### src/rtl/instr_fetch_unit.sv
// Fetch stage: owns the PC, issues in-order reads to instruction memory and buffers the returned
// words in a small FIFO for decode. Optional stall counter is enabled with IF_PERF_CNT_EN.
module instr_fetch_unit #(
  parameter logic [31:0] RESET_PC   = 32'h0000_0000,
  parameter int unsigned FIFO_DEPTH = 2
) (
  input  logic        clk,
  input  logic        reset,
  output logic        imem_req_valid,
  input  logic        imem_req_ready,
  output logic [31:0] imem_req_addr,
  input  logic        imem_rsp_valid,
  input  logic [31:0] imem_rsp_data,
  input  logic        redirect_valid,
  input  logic [31:0] redirect_pc,
  output logic        instr_valid,
  input  logic        instr_ready,
  output logic [31:0] instr,
  output logic [31:0] instr_pc,
  output logic [31:0] instr_pc_plus4
`ifdef IF_PERF_CNT_EN
  ,
  output logic [31:0] stall_cycles
`endif
);

  localparam int unsigned PtrW = $clog2(FIFO_DEPTH);
  localparam int unsigned CntW = $clog2(FIFO_DEPTH) + 1;
  localparam logic [CntW:0] DepthW = (CntW + 1)'(FIFO_DEPTH);
  localparam logic [31:0] Nop = 32'h0000_0013;

  logic [31:0]     fetch_pc_q, fetch_pc_d;
  logic [31:0]     rsp_pc_q, rsp_pc_d;
  logic [CntW-1:0] outst_q, outst_d;
  logic [CntW-1:0] discard_q, discard_d;
  logic [CntW-1:0] count_q, count_d;
  logic [PtrW-1:0] rd_ptr_q, rd_ptr_d;
  logic [PtrW-1:0] wr_ptr_q, wr_ptr_d;
  logic [31:0]     fifo_instr_q [FIFO_DEPTH];
  logic [31:0]     fifo_pc_q    [FIFO_DEPTH];

  logic            req_fire, push, pop;
  logic [CntW:0]   credit_used;
  logic            unused_redirect_lsbs;

  assign unused_redirect_lsbs = ^redirect_pc[1:0];

  // Buffered plus in-flight words may never exceed the FIFO, so a response always has a slot.
  assign credit_used    = {1'b0, count_q} + {1'b0, outst_q};
  assign imem_req_valid = !reset && (credit_used < DepthW) && !redirect_valid;
  assign imem_req_addr  = fetch_pc_q;
  assign req_fire       = imem_req_valid && imem_req_ready;

  assign push = imem_rsp_valid && !redirect_valid && (discard_q == '0);
  assign pop  = instr_valid && instr_ready && !redirect_valid;

  assign instr_valid    = (count_q != '0);
  assign instr          = instr_valid ? fifo_instr_q[rd_ptr_q] : Nop;
  assign instr_pc       = instr_valid ? fifo_pc_q[rd_ptr_q] : 32'h0000_0000;
  assign instr_pc_plus4 = instr_pc + 32'd4;

  always_comb begin
    fetch_pc_d = fetch_pc_q;
    rsp_pc_d   = rsp_pc_q;
    outst_d    = outst_q + CntW'(req_fire) - CntW'(imem_rsp_valid);
    discard_d  = discard_q;
    count_d    = count_q;
    rd_ptr_d   = rd_ptr_q;
    wr_ptr_d   = wr_ptr_q;

    if (req_fire) begin
      fetch_pc_d = fetch_pc_q + 32'd4;
    end

    if (redirect_valid) begin
      // Every read still in flight after this cycle belongs to the old path.
      fetch_pc_d = {redirect_pc[31:2], 2'b00};
      rsp_pc_d   = {redirect_pc[31:2], 2'b00};
      discard_d  = outst_d;
      count_d    = '0;
      rd_ptr_d   = '0;
      wr_ptr_d   = '0;
    end else begin
      if (imem_rsp_valid && (discard_q != '0)) begin
        discard_d = discard_q - CntW'(1);
      end
      if (push) begin
        wr_ptr_d = wr_ptr_q + PtrW'(1);
        rsp_pc_d = rsp_pc_q + 32'd4;
      end
      if (pop) begin
        rd_ptr_d = rd_ptr_q + PtrW'(1);
      end
      count_d = count_q + CntW'(push) - CntW'(pop);
    end
  end

  always_ff @(posedge clk or posedge reset) begin
    if (reset) begin
      fetch_pc_q <= RESET_PC;
      rsp_pc_q   <= RESET_PC;
      outst_q    <= '0;
      discard_q  <= '0;
      count_q    <= '0;
      rd_ptr_q   <= '0;
      wr_ptr_q   <= '0;
    end else begin
      fetch_pc_q <= fetch_pc_d;
      rsp_pc_q   <= rsp_pc_d;
      outst_q    <= outst_d;
      discard_q  <= discard_d;
      count_q    <= count_d;
      rd_ptr_q   <= rd_ptr_d;
      wr_ptr_q   <= wr_ptr_d;
    end
  end

  // Storage needs no reset: outputs are masked by instr_valid.
  always_ff @(posedge clk) begin
    if (push) begin
      fifo_instr_q[wr_ptr_q] <= imem_rsp_data;
      fifo_pc_q[wr_ptr_q]    <= rsp_pc_q;
    end
  end

`ifdef IF_PERF_CNT_EN
  always_ff @(posedge clk or posedge reset) begin
    if (reset) begin
      stall_cycles <= '0;
    end else if (!instr_valid && (stall_cycles != 32'hFFFF_FFFF)) begin
      stall_cycles <= stall_cycles + 32'd1;
    end
  end
`endif

endmodule

### config.mk
export PLATFORM = sky130hd
export DESIGN_NAME = instr_fetch_unit
export DESIGN_NICKNAME = d
export VERILOG_FILES = /design/src/rtl/instr_fetch_unit.sv
export SDC_FILE = /design/constraint.sdc
export NUM_CORES = 1
export LEC_CHECK = 0
export ABC_AREA = 1
export BUFFER_PORTS_ARGS = -buffer_cell sky130_fd_sc_hd__buf_2
export CAP_MARGIN = 20
export CORE_UTILIZATION = 45
export CTS_CLUSTER_DIAMETER = 100
export DETAILED_ROUTE_END_ITERATION = 10
export PLACE_DENSITY = 0.67
export SETUP_SLACK_MARGIN = 0.15
export SLEW_MARGIN = 20
export SYNTH_ARGS = -nofsm -noshare
export SYNTH_HDL_FRONTEND = slang
export SYNTH_SLANG_ARGS = --single-unit
### constraint.sdc
create_clock -name clk -period 10.02 [get_ports clk]
set_input_delay 2.004 -clock clk [delete_from_list [all_inputs] [get_ports clk]]
set_output_delay 2.004 -clock clk [all_outputs]
set_load 0.02 [all_outputs]
==> metrics, run 1 <==
status=complete, no violations; Row Count=55; max-cap viol count=0; # IOs=200; Synth Instances=1266; total stage count of the critical path=12; Final min period=5.49 ns; WP data arrival=3.48 ns; CTS clk-pin slew, worst paths=0.08 ns; Setup crit end kind=primary output; Clk Latency, worst-skew pair=0.44 ns; WP buf/inv=4; die area=23800 sq um; share of cells above drive strength 1=19.3%; CP max stage delay=0.79 ns; fin. max-slew vios=0; Layout area overhead=17.2%; via count=8754; CP max stage cell=inv_2; Worst slew margin=31.0%; post-DR wirelength/cell=14.6 um; skew final=0.0223 ns; WS Path Type=flop to primary output; ANT nets after route=0; Yosys Warn Count=0; cell breakdown of the critical path=nor2_2 -> buf_4 -> inv_2 -> nand3_1 -> inv_1 -> ha_1 -> nand3_1 -> nor2_4 -> nand2_4 -> nor2_8 -> xor2_1 -> buf_2; grt met2 use=34.7%; Clock Sinks=192; Setup Buffers After CTS=0; Total GRT Usage=21.9%; Mean Syn Cell Area=8.22 sq um; register area share after synthesis=52.1%; Worst Reg-to-Reg Cells=7; M3 GR Usage=3.38%; CTS H-tree depth=4; GRT overflow=0; nets@finish=1524; Root Driver=clkbuf_16; number of fill cells=2036; die width=154 um; Worst path top cell family by delay=buffers and inverters; most frequent CP cell=nand3_1; IO buf count=191; Post-Route Utilization=53.9%; Initial Util=46.0%; Total Wirelength=25400 um; worst path required time=8.02 ns; Final Setup Violations=0; post-CTS sizing=0; worst vdd ir=94.4 uV; HP Class=flop to flop; Worst Tran Pin Value=1.03 ns; initial drt markers=732; wire length of the first global-routing pass=40800 um; number of global-route vias before repair=8067; critical path startpoint category=flop; post-synthesis sequential element count=192; Fin. Hold Viols=0; worst hold path cell count=0; CTS buffer count=17; overall die height=154 um; Post-Syn Area=10400 sq um; Max FO, Critical Path=61; RSZ-0062 raised after global routing=false; Pwr Density=188 nW/um^2; Placer Congestion=0.884; LEAKAGE=0.00584 uW; CTS Buffer Depth=2; hold_buf cts=0; diode count=0; gr busiest metal=met2; Pre-antenna DRT Iters=5; Vias/cell=5.02; Max Fclk=182 MHz; core area=22600 sq um; setup tns final=0 ns; met1 GRT Util=30.5%; drt drc=0; Distinct cells, synth=41; initial antenna violation count=0; HPWL after DPL=18000 um; Tcrit/Tclk final=54.8%; CTS tree=built; largest net degree at the start of global routing=70
[cells by family (layout without fill, tap and decap cells)]
kind of cell	Yosys count	after routing	share of synthesized area, %
compound gates	108	108	5.83
xor+xnor	32	32	2.69
fa+ha+maj	9	9	1.15
buf+inv	186	373	7.57
flops	192	192	52.1
other cells	1	6	0.0360
simple gates	738	738	30.6
[power by group]
part	internal [uW]	total [uW]	switching [uW]
Sequential	933	1020	86.4
Combinational	175	576	400
Clock	350	704	355
Total	1460	2300	841
[metal layers]
layer | vias up | share of wire (%)
li1 | 4425 | -
met1 | 4006 | 46
met2 | 293 | 46
met3 | 30 | 5.9
met4 | 0 | 1.6
met5 | - | 0
[metrics by stage]
stage / total power [uW] / setup WS (ns) / cell area [sq um] / std cells / hold WS [ns]
floorplan: 1430 / 4.23 / 10400 / 1271 / 0.464
global placement: 1590 / 4.82 / 11600 / 1711 / 0.497
detailed placement: 1610 / 4.82 / 11600 / 1711 / 0.507
CTS: 2310 / 4.49 / 12200 / 1743 / 0.523
global route: 2420 / 4.17 / 12200 / 1743 / 0.540
finish: 2300 / 4.53 / 12200 / 1743 / 0.524
[synthesized netlist by cell type (all sizes together)]
master / count / share of area, %
xnor2: 6 / 0.50
inv: 143 / 5.2
nand3: 112 / 5.9
and2: 1 / 0.060
or2: 2 / 0.12
o211ai: 11 / 0.79
o21ai: 33 / 1.6
buf: 27 / 1.8
o221ai: 2 / 0.17
o21bai: 9 / 0.65
dfrtp: 68 / 16
nand4: 13 / 0.84
a31oi: 2 / 0.12
nor2: 132 / 5.8
conb: 1 / 0.036
nand2: 466 / 17
nor3: 11 / 0.53
edfxtp: 124 / 36
ha: 8 / 0.96
fa: 1 / 0.19
a21o: 1 / 0.072
and3: 1 / 0.060
clkbuf: 15 / 0.54
a21oi: 49 / 2.4
xor2: 26 / 2.2
clkinv: 1 / 0.036
o311ai: 1 / 0.084
[layout by cell type (no fill, tap or decap), drive strengths merged]
master  count
o311ai      1
and2        1
clkbuf     17
fa          1
o21bai      9
and3        1
o211ai     11
xor2       26
a21o        1
inv       150
buf       197
nand4      13
dfrtp      68
conb        6
edfxtp    124
nand3     112
nor2      132
or2         2
o221ai      2
xnor2       6
nand2     466
nor3       11
ha          8
a21oi      49
clkinv      9
o21ai      33
a31oi       2
[final timing paths]
path,start,endpoint,slack [ns]
max,count_q[1],instr_pc_plus4[14],4.53
max reg2reg,discard_q[0],fifo_pc_q[0][28],6.65
max in group asynchronous,reset,rd_ptr_q,7.50
min,rsp_pc_q[31],fifo_pc_q[0][31],0.52
min reg2reg,rsp_pc_q[31],fifo_pc_q[0][31],0.52
min in group asynchronous,reset,outst_q[0],1.79
[area by class of cell]
cell class,count,area (sq um),area share [%]
sequential,192,5430,44.5
multi-input combinational,893,4230,34.7
timing repair buffer,197,1000,8.20
inverter,144,541,4.43
clock buffer,17,425,3.49
tap,285,357,2.92
clock inverter,15,221,1.81
[state kept, by name, indices dropped and copies added (netlist names)]
name,cells
imem_req_addr,30
rsp_pc_q,30
count_q,2
fifo_instr_q,64
fifo_pc_q,60
discard_q,2
wr_ptr_q,1
outst_q,2
rd_ptr_q,1
No activity file was read; power rests on OpenSTA's default activity.
==> run 2: changes to the inputs <==
--- a/config.mk
+++ b/config.mk
@@ -11,7 +11,7 @@
 export CORE_UTILIZATION = 45
 export CTS_CLUSTER_DIAMETER = 100
 export DETAILED_ROUTE_END_ITERATION = 10
-export PLACE_DENSITY = 0.67
+export PLACE_DENSITY = 0.7
 export SETUP_SLACK_MARGIN = 0.15
 export SLEW_MARGIN = 20
 export SYNTH_ARGS = -nofsm -noshare
==> constraint.sdc (replaced) <==
create_clock -name clk -period 4.46 [get_ports clk]
set_input_delay 0.892 -clock clk [delete_from_list [all_inputs] [get_ports clk]]
set_output_delay 0.892 -clock clk [all_outputs]
set_load 0.02 [all_outputs]
==> metrics, run 2 (same netlist as run 1, synthesis figures left out) <==
share of cells above drive strength 1=19.6%; # IOs=200; RR Startpoint=count_q[0]; FF-to-FF setup slack=1.64 ns; nets@finish=1530; number of global-route vias before repair=7883; Worst slew margin=37.9%; Total Wirelength=25400 um; Top Registers=fifo_instr_q (64), fifo_pc_q (60); drt drc=0; pre-CTS setup slack=1.06 ns; most common cell after layout, fill and taps aside=nand2_1; worst hold path cell count=0; Clock Sinks=192; RSZ-0062 raised after global routing=false; WS Path Type=flop to primary output; Pre-antenna DRT Iters=6; HP Class=flop to flop; CTS buffer count=17; gr busiest metal=met2; RR Endpoint=imem_req_addr[17]; wire length of the first global-routing pass=40300 um; via count=8841; worst path required time=3.57 ns; Final WS setup=0.604 ns; largest net degree at the start of global routing=69; most frequent CP cell=nand2_1; WP data arrival=2.96 ns; WP buf/inv=3; overall die height=154 um; Pwr Density=421 nW/um^2; commonest cells after routing, fill and taps aside=nand2_1 (453), buf_2 (191), inv_1 (136), edfxtp_1 (124), nor2_1 (111); core area=22600 sq um; skew final=0.0152 ns; Clk Latency, worst-skew pair=0.45 ns; Worst Hold Launch=rsp_pc_q[31]; Total GRT Usage=21.8%; hold_buf cts=0; IO buf count=191; diode count=0; Final Cell Area=12200 sq um; Row Count=55; LEAKAGE=0.00587 uW; fin. max-slew vios=0; Reg with most FFs=fifo_instr_q; CTS clk-pin slew, worst paths=0.08 ns; CTS H-tree depth=4; Vias/cell=5.05; Root Driver=clkbuf_16; critical path startpoint category=flop; Max FO, Critical Path=34; ANT nets after route=0; Initial Util=46.0%; M3 GR Usage=3.13%; Worst Tran Pin Value=0.932 ns; CTS Buffer Depth=2; cell breakdown of the critical path=inv_2 -> buf_4 -> nand2_1 -> nand2_1 -> nand3_1 -> nor2_2 -> nand2_1 -> nor2_1 -> nand2_1 -> nand2_1 -> nand2_1 -> buf_2; met1 GRT Util=31.1%; HPWL after DPL=18400 um; Worst Reg-to-Reg Cells=10; status=complete, no violations; max-cap viol count=0; max reg flops=64; Hold EP=fifo_pc_q[0][31]; initial drt markers=848; post-DR wirelength/cell=14.5 um; Setup crit end kind=primary output; placed inst area=11600 sq um; Tcrit/Tclk final=86.4%; setup tns final=0 ns; CP max stage cell=dfrtp_2; CTS tree=built; Max Fclk=259 MHz; Setup Buffers After CTS=0; Worst path top cell family by delay=simple AND/OR/NAND/NOR gates; Final min period=3.86 ns; grt met2 use=34.4%; die width=154 um; die area=23800 sq um; Fin. Hold Viols=0; worst vdd ir=313 uV; Placer Congestion=0.902; post-CTS sizing=0; Layout area overhead=17.6%; Final Setup Violations=0; GRT overflow=0; initial antenna violation count=0; CP max stage delay=0.65 ns
## run 2: stage by stage
step / hold WS, ns / power (uW) / instances / util [%]
after floorplan: 0.464 / 3210 / 1271 / -
after global placement: 0.497 / 3590 / 1717 / 51.3
after detailed placement: 0.505 / 3630 / 1717 / 51.3
after CTS: 0.525 / 5180 / 1749 / 54.1
after global routing: 0.545 / 5420 / 1749 / 54.1
final: 0.535 / 5150 / 1749 / 54.1
## run 2: worst register-to-register path, delay by kind of cell, from the launching register on
kind            cells  cell delay [ns]
flops               1             0.42
fa+ha+maj           1             0.43
simple gates        6             1.34
compound gates      1             0.15
buf+inv             2             0.36
## run 2: report_power, final
group	switching (uW)	internal (uW)	leakage, uW	total, uW
Sequential	204	2100	0.00194	2300
Combinational	897	401	0.00362	1300
Clock	780	774	0.000303	1550
## run 2: worst max path at each step
stage | start | end | slack, ns | depth (start not counted)
after floorplan | reset | discard_q[1] | 0.53 | 9
after global placement | rd_ptr_q | instr_pc_plus4[31] | 1.07 | 12
after detailed placement | rd_ptr_q | instr_pc_plus4[31] | 1.06 | 12
after CTS | rd_ptr_q | instr_pc_plus4[31] | 0.57 | 12
after global routing | rd_ptr_q | instr_pc_plus4[16] | 0.33 | 12
final | rd_ptr_q | instr_pc_plus4[30] | 0.60 | 12
## run 2: final cells by class
class / count / area [sq um]
clock buffers: 17 / 425
well taps: 285 / 357
flip-flops and latches: 192 / 5430
inverters: 144 / 541
multi-input cells: 893 / 4230
fillers: 2103 / 10400
clock inverters: 15 / 201
repair buffers: 203 / 1060
## run 2: layer usage
| layer | wire, um | part of all wire (%) | vias to the layer above |
|---|---|---|---|
| met5 | 0 | 0 | - |
| met1 | 11900 | 47 | 4025 |
| met3 | 1600 | 6.3 | 28 |
| met2 | 11500 | 45 | 345 |
| li1 | - | - | 4443 |
| met4 | 378 | 1.5 | 0 |
